===== src/rtl/rgb_layer_mixer.sv =====
// rgb_layer_mixer: two-stage rectangle-object compositor with shadow/active object tables.
// Gradient object mode is compiled in only when RGB_MIXER_GRADIENT_EN is defined.
module rgb_layer_mixer #(
  parameter int NUM_OBJ = 4,
  parameter int COORD_W = 11,
  parameter int COLOR_W = 4,
  parameter logic [3*COLOR_W-1:0] BG_COLOR = {COLOR_W'(16), COLOR_W'(8), COLOR_W'(0)},
  localparam int IDX_W = (NUM_OBJ > 1) ? $clog2(NUM_OBJ) : 1
) (
  input  logic                   clk,
  input  logic                   reset,
  input  logic                   enable,
  input  logic [COORD_W-1:0]     Cx,
  input  logic [COORD_W-1:0]     Cy,
  input  logic                   frame_start,
  input  logic                   cfg_valid,
  output logic                   cfg_ready,
  input  logic [IDX_W-1:0]       cfg_idx,
  input  logic [COORD_W-1:0]     cfg_x,
  input  logic [COORD_W-1:0]     cfg_y,
  input  logic [COORD_W-1:0]     cfg_w,
  input  logic [COORD_W-1:0]     cfg_h,
  input  logic [3*COLOR_W-1:0]   cfg_color,
  input  logic                   cfg_mode,
  output logic                   out_valid,
  output logic [COLOR_W-1:0]     VGA_R,
  output logic [COLOR_W-1:0]     VGA_G,
  output logic [COLOR_W-1:0]     VGA_B
);
  typedef struct packed {
    logic [COORD_W-1:0]   x;
    logic [COORD_W-1:0]   y;
    logic [COORD_W-1:0]   w;
    logic [COORD_W-1:0]   h;
    logic [3*COLOR_W-1:0] color;
`ifdef RGB_MIXER_GRADIENT_EN
    logic                 mode;
`endif
  } obj_t;

  obj_t                 shadow [NUM_OBJ];
  obj_t                 active [NUM_OBJ];
  obj_t                 wr_obj;
  logic [NUM_OBJ-1:0]   wr_sel;
  logic [NUM_OBJ-1:0]   hit;
  logic [3*COLOR_W-1:0] sel_color;
  logic [NUM_OBJ-1:0]   s1_hit;
  logic                 s1_en;
  logic [3*COLOR_W-1:0] s1_color;
  logic [3*COLOR_W-1:0] pix;
`ifdef RGB_MIXER_GRADIENT_EN
  logic [COORD_W-1:0]   sel_x, sel_y, s1_cx, s1_cy, s1_x, s1_y;
  logic                 sel_mode, s1_mode;
`else
  logic                 unused_mode;
  assign unused_mode = cfg_mode;
`endif

  always_comb begin
    wr_obj = '0;
    wr_obj.x = cfg_x;
    wr_obj.y = cfg_y;
    wr_obj.w = cfg_w;
    wr_obj.h = cfg_h;
    wr_obj.color = cfg_color;
`ifdef RGB_MIXER_GRADIENT_EN
    wr_obj.mode = cfg_mode;
`endif
    for (int i = 0; i < NUM_OBJ; i++) begin
      wr_sel[i] = cfg_valid && cfg_ready && cfg_idx == IDX_W'(i);
      hit[i] = ({1'b0, Cx} > {1'b0, active[i].x}) && ({1'b0, Cx} < {1'b0, active[i].x} + {1'b0, active[i].w}) &&
               ({1'b0, Cy} > {1'b0, active[i].y}) && ({1'b0, Cy} < {1'b0, active[i].y} + {1'b0, active[i].h});
    end
  end

  // Walk from the highest index down so the lowest-index hit is the last to overwrite.
  always_comb begin
    sel_color = '0;
`ifdef RGB_MIXER_GRADIENT_EN
    sel_x = '0;
    sel_y = '0;
    sel_mode = 1'b0;
`endif
    for (int i = NUM_OBJ - 1; i >= 0; i--) begin
      if (hit[i]) begin
        sel_color = active[i].color;
`ifdef RGB_MIXER_GRADIENT_EN
        sel_x = active[i].x;
        sel_y = active[i].y;
        sel_mode = active[i].mode;
`endif
      end
    end
  end

  always_ff @(posedge clk or posedge reset) begin
    if (reset) begin
      cfg_ready <= 1'b0;
      for (int i = 0; i < NUM_OBJ; i++) begin
        shadow[i] <= '0;
        active[i] <= '0;
      end
    end else begin
      cfg_ready <= 1'b1;
      for (int i = 0; i < NUM_OBJ; i++) begin
        if (wr_sel[i]) shadow[i] <= wr_obj;
        if (frame_start) active[i] <= wr_sel[i] ? wr_obj : shadow[i];
      end
    end
  end

  // Stage 1 captures the winning object's data so a later commit cannot alter in-flight pixels.
  always_comb begin
    pix = s1_color;
`ifdef RGB_MIXER_GRADIENT_EN
    pix = s1_mode ? {COLOR_W'(s1_cx - s1_x), COLOR_W'(s1_cy - s1_y), s1_color[COLOR_W-1:0]} : s1_color;
`endif
    pix = !s1_en ? '0 : !(|s1_hit) ? BG_COLOR : pix;
  end

  always_ff @(posedge clk or posedge reset) begin
    if (reset) begin
      s1_hit <= '0;
      s1_en <= 1'b0;
      s1_color <= '0;
`ifdef RGB_MIXER_GRADIENT_EN
      s1_cx <= '0;
      s1_cy <= '0;
      s1_x <= '0;
      s1_y <= '0;
      s1_mode <= 1'b0;
`endif
      out_valid <= 1'b0;
      {VGA_R, VGA_G, VGA_B} <= '0;
    end else begin
      s1_hit <= hit;
      s1_en <= enable;
      s1_color <= sel_color;
`ifdef RGB_MIXER_GRADIENT_EN
      s1_cx <= Cx;
      s1_cy <= Cy;
      s1_x <= sel_x;
      s1_y <= sel_y;
      s1_mode <= sel_mode;
`endif
      out_valid <= s1_en;
      {VGA_R, VGA_G, VGA_B} <= pix;
    end
  end
endmodule

===== config.mk =====
export PLATFORM = sky130hd
export DESIGN_NAME = rgb_layer_mixer
export DESIGN_NICKNAME = d
export VERILOG_FILES = /design/src/rtl/rgb_layer_mixer.sv
export SDC_FILE = /design/constraint.sdc
export NUM_CORES = 1
export LEC_CHECK = 0
export CELL_PAD_IN_SITES_DETAIL_PLACEMENT = 0
export CELL_PAD_IN_SITES_GLOBAL_PLACEMENT = 1
export CORE_AREA = 5 5 170 294
export DETAILED_ROUTE_END_ITERATION = 10
export DIE_AREA = 0 0 175 299
export PLACE_DENSITY_LB_ADDON = 0.1
export RECOVER_POWER = 50
export SYNTH_ARGS = -nofsm -noshare
export SYNTH_HDL_FRONTEND = slang
export SYNTH_SLANG_ARGS = --single-unit

===== constraint.sdc =====
create_clock -name clk -period 40.5 [get_ports clk]
set_input_delay 8.1 -clock clk [delete_from_list [all_inputs] [get_ports clk]]
set_output_delay 8.1 -clock clk [all_outputs]
set_load 0.05 [all_outputs]

==> Yosys cells after proc, flatten, opt, wreduce, memory -nomap -nowiden <==
Cells that the tools add are included.
W data, S select, Z words.
{ "op_classes": {"n_addsub": 8, "n_reduce_logical": 19, "n_eq_ne": 3, "div": 0, "bitwise": 0, "shifts": 0, "magnitude_cmp": 16, "n_mul": 0, "mux": 10} }
{ "ops": {"columns": ["cell", "n"], "rows": [
  ["$mux W56", 4],
  ["$add A11 B11 Y12", 8],
  ["$lt A11 B12 Y1", 8],
  ["$gt A11 B11 Y1", 8],
  ["$mux W12", 6],
  ["$logic_and A1 B1 Y1", 17],
  ["$eq A2 B2 Y1 const B", 2],
  ["$reduce_or A4 Y1", 1],
  ["$eq A2 B1 Y1 const B", 1],
  ["$logic_not A2 Y1", 1]
]} }
{ "totals": {"inputBits": 86, "wordCells": 104, "romBits": 0, "n_memories": 0, "latch_bits": 0, "regBits": 479, "ram_bits": 0} }

==> Longest topological paths before layout <==
{ "logic_depth": {"ltp_word": 9, "depth_mapped": 22, "mapped_depth_nobuf": 21} }

==> Worst setup path after synthesis <==
OpenSTA, ideal clock, no wires.
{ "synth_timing": {"kind": "input-to-reg", "start": "input Cx[4]", "end": "register s1_color[2]", "required_ns": 40.405, "path_buffers": 1, "path_stages": 10, "arrival_ns": 10.048, "setup_ns": 0.095, "path_slack_ns": 30.357, "path_cell_list": "ha_1 > a211oi_1 > nor2_1 > nor4_1 > a21oi_1 > o31a_1 > a221oi_1 > buf_2 > a311oi_1 > o31ai_1"} }
{ "synth_between": {"elab_chain_len": 8, "elab_cells_between_ends": 24, "classes_between": "order compare (8); mux (4); reduce/logical (12)"} }
{ "synth_lines": {"columns": ["item", "line", "source"], "rows": [
  ["from (decl)", "13", "input logic [COORD_W-1:0] Cx,"],
  ["$lt A11 B12 Y1 or $gt A11 B11 Y1 (tied branches)", "71", "hit[i] = ({1'b0, Cx} > {1'b0, active[i].x}) && ({1'b0, Cx} < {1'b0, active[i].x} + {1'b0, active[i].w}) &&"],
  ["$logic_and A1 B1 Y1 * (2 in series)", "71", null],
  ["$logic_and A1 B1 Y1 *", "72", "({1'b0, Cy} > {1'b0, active[i].y}) && ({1'b0, Cy} < {1'b0, active[i].y} + {1'b0, active[i].h});"],
  ["via hit[3]", "45", "logic [NUM_OBJ-1:0] hit;"],
  ["$mux W12 * (4 in series)", "85", "if (hit[i]) begin"],
  ["via sel_color[2]", "46", "logic [3*COLOR_W-1:0] sel_color;"],
  ["to (signal assigned)", "138", "s1_color <= sel_color;"],
  ["to (decl)", "49", "logic [3*COLOR_W-1:0] s1_color;"]
]} }
Mark *: on every way through the listed nets, which the timed path passes. The rest lies on a longest branch.
A chain may end at the register's enable or synchronous reset.

==> run metrics <==
All-Layer GR Usage=24.7%; Pwr Density=60.8 nW/um2; maximum resistive drop on vdd=0.0420 mV; Leak=0.0129 uW; CTS Hold Bufs=0; r2r setup slk=35190 ps; Yosys warning count=0; worst hold slack=409 ps; Period minus WS final=19450 ps; ratio of cells with drive above 1 in the final layout=13.8%; kind of capture point of the worst setup path=async pin; number of cells upsized or downsized after cts=0; unrepaired setup endpoints after global routing=no; reg2reg path depth=20; Skew-Pair Late Insertion Delay=560 ps; antenna violations before repair=2; maximum frequency from static timing analysis=0.0514 GHz; data arrival at the endpoint of the critical path=17960 ps; main flop type after synthesis=sky130_fd_sc_hd__dfrtp_1; number of detailed-route iterations in the first pass=5; maximum number of pins on one net before global-route repair=171; clock buffers created by TritonCTS=44; part of the power in registers=37.7%; horizontal die dimension=175 um; share of synthesized cell area in full adder, half adder and majority cells=13.4%; clock input transition at the sequential cells of the worst setup and hold paths=60 ps; Synth Cell Area=25200 um2; share of power burned in combinational logic=38.5%; count of antenna-violating nets left after detailed routing=0; Boundary Pins=100; synthesized flop and latch total=479; Net count, final=2633; DRC viols=0; master cell of the clock root buffer=sky130_fd_sc_hd__clkbuf_16; CORE AREA=47500 um2; total count of max-transition violations in the final report=514; total negative slack for setup checks=0 ps; nets in the synthesized netlist=2546; CTS tree=built; post-route clock period utilization=48.0%; largest fanout on the critical path=170; mux contribution to synthesized area=15.7%; number of cells traversed by the worst hold path=0; Max transition margin=-473%; Max Buffers Root-to-Sink=3; hold path endpoint=out_valid; design internal power=1110 uW; RR Startpoint=active[146]; routability congestion estimate from global placement=0.906; Initial Utilization=53.0%; switching power as a share of total power=35.4%; run status=complete, but fails checks; Sw Pwr=607 uW; clock sink count=479; HP Start=s1_en; Syn-to-layout area delta=11.8%; via count of the first global-routing pass=18.2k; detailed-route via count=17.0k; setup repair bufs after CTS=0; drt total wl=63.8 mm; total overflow reported by the global router=0; synth unique cells=63; worst-case clock skew=15.7 ps; simple logic cell fraction of the synthesized area=7.76%; wire per inst=22.0 um; global-route wire length before repair=101 mm; transition time at the pin with the least slew margin=8590 ps; worst reg2reg endpoint=s1_color[5]; vias per std cell=5.86; failing checks=capacitance limit, slew limit; proportion of register bits with asynchronous set or reset after synthesis=100%; dominant combinational cell family by area after synthesis=multiplexers; xor and xnor area share after synthesis=1.98%; number of H-tree branching levels=2; required time reported for the critical path endpoint=39010 ps; number of placement rows=106; count of mapped cells out of synthesis=2196; Post-DP HPWL=45.8 mm; class of the tightest hold or removal check=flip-flop to flip-flop; MaxCap Viol Count=6; clock power share=23.8%; number of failing hold endpoints at the final stage=0; crit path launch type=input port; Setup CP Type=input port to async pin; DR iter-0 viols=781; number of buffer cells added on primary ports=98; post-synthesis average cell area=11.5 um2; Final setup viols=0; area enclosed by the die boundary=52300 um2; Die Ht=299 um; EDFF count, synth=0; share of the yosys chip area belonging to registers=47.6%; compound-cell area share of the yosys netlist=10.3%
==> power groups by stage <==
| stage | clock, uW | combinational, uW | sequential [uW] |
|---|---|---|---|
| after floorplan | 0 | 478 | 640 |
| after global placement | 0 | 644 | 650 |
| after detailed placement | 0 | 665 | 655 |
| after CTS | 419 | 669 | 646 |
| after global routing | 438 | 742 | 656 |
| final | 408 | 659 | 645 |
==> layer usage <==
| metal | track usage (%) | vias to the layer above | share of wire (%) |
|---|---|---|---|
| met3 | 2.91 | 138 | 2.9 |
| li1 | - | 8046 | - |
| met4 | 11.0 | 2 | 4.9 |
| met2 | 46.9 | 306 | 54 |
| met1 | 27.5 | 8543 | 38 |
| met5 | 0 | - | 0.020 |
==> layout by cell type (no fill, tap or decap), types with 49 or more instances in the layout <==
cell type                         Yosys  final
sky130_fd_sc_hd__dfrtp_1            479    479
sky130_fd_sc_hd__ha_1               256    256
sky130_fd_sc_hd__mux2_2             350    234
sky130_fd_sc_hd__o21ai_0            157    157
sky130_fd_sc_hd__inv_1              154    153
sky130_fd_sc_hd__nand2_1            142    141
sky130_fd_sc_hd__mux2_1               0    116
sky130_fd_sc_hd__clkdlybuf4s50_1      0     93
sky130_fd_sc_hd__a21oi_1             90     90
sky130_fd_sc_hd__nor2_1              64     64
sky130_fd_sc_hd__nand3_1             49     49
==> flip-flops by register name (all words and copies together) (netlist names) <==
register	cells
active	224
shadow	224
s1_color	12
VGA_B	4
VGA_G	4
VGA_R	4
s1_hit	4
cfg_ready	1
out_valid	1
s1_en	1
==> cell usage after synthesis, types with 18 or more instances <==
| master | instances | share of area [%] |
|---|---|---|
| sky130_fd_sc_hd__dfrtp_1 | 479 | 48 |
| sky130_fd_sc_hd__mux2_2 | 350 | 16 |
| sky130_fd_sc_hd__ha_1 | 256 | 13 |
| sky130_fd_sc_hd__o21ai_0 | 157 | 3.1 |
| sky130_fd_sc_hd__inv_1 | 154 | 2.3 |
| sky130_fd_sc_hd__nand2_1 | 142 | 2.1 |
| sky130_fd_sc_hd__a21oi_1 | 90 | 1.8 |
| sky130_fd_sc_hd__nor2_1 | 64 | 0.95 |
| sky130_fd_sc_hd__clkbuf_1 | 61 | 0.91 |
| sky130_fd_sc_hd__nand3_1 | 49 | 0.97 |
| sky130_fd_sc_hd__nor3_1 | 42 | 0.83 |
| sky130_fd_sc_hd__xor2_1 | 30 | 1.0 |
| sky130_fd_sc_hd__xnor2_1 | 27 | 0.94 |
| sky130_fd_sc_hd__nand2b_1 | 23 | 0.57 |
| sky130_fd_sc_hd__nor2b_1 | 22 | 0.55 |
| sky130_fd_sc_hd__a21o_1 | 21 | 0.63 |
| sky130_fd_sc_hd__nand4_1 | 20 | 0.50 |
| sky130_fd_sc_hd__a211oi_1 | 18 | 0.54 |
==> area by class of cell <==
class	count	area, um2
fill	4043	19300
multi-input combinational	1494	12400
sequential	479	12000
clock buffer	62	1290
timing repair buffer	110	1070
tap	594	743
inverter	154	579
clock inverter	12	108
antenna	1	2.50
==> worst max path at each step <==
stage	startpoint	cells after the start	slack, ps	end
after global placement	Cy[2]	10	28410	s1_color[5]
after global routing	reset	3	18480	active[174]
after CTS	Cy[2]	10	28970	s1_color[2]
after floorplan	reset	1	19040	VGA_B[0]
after detailed placement	Cy[2]	10	28380	s1_color[2]
final	reset	3	21050	shadow[67]
==> per-stage QoR <==
step / total power, uW / util, % / std cells / setup slack (ps) / instance area [um2]
after global routing: 1840 / 59.3 / 2905 / 18480 / 28100
after floorplan: 1120 / - / 2196 / 19040 / 25200
after global placement: 1290 / 56.4 / 2831 / 28410 / 26800
after detailed placement: 1320 / 56.4 / 2831 / 28380 / 26800
final: 1710 / 59.3 / 2906 / 21050 / 28100
after CTS: 1730 / 59.4 / 2905 / 28970 / 28200
==> logic make-up after synthesis <==
group | after synthesis
DFF | 479
AOI/OAI and AO/OA | 414
and+or+nand+nor | 408
muxes | 350
adders and majority gates | 264
buffers and inverters | 223
xor gates and xnor gates | 57
other | 1
==> worst max-delay path, stage by stage <==
cell and delay (ps):
sky130_fd_sc_hd__dlygate4sd3_1 550, sky130_fd_sc_hd__clkinvlp_2 2810, sky130_fd_sc_hd__clkbuf_1 6080
Note: power is estimated with default switching activity, not from simulation.
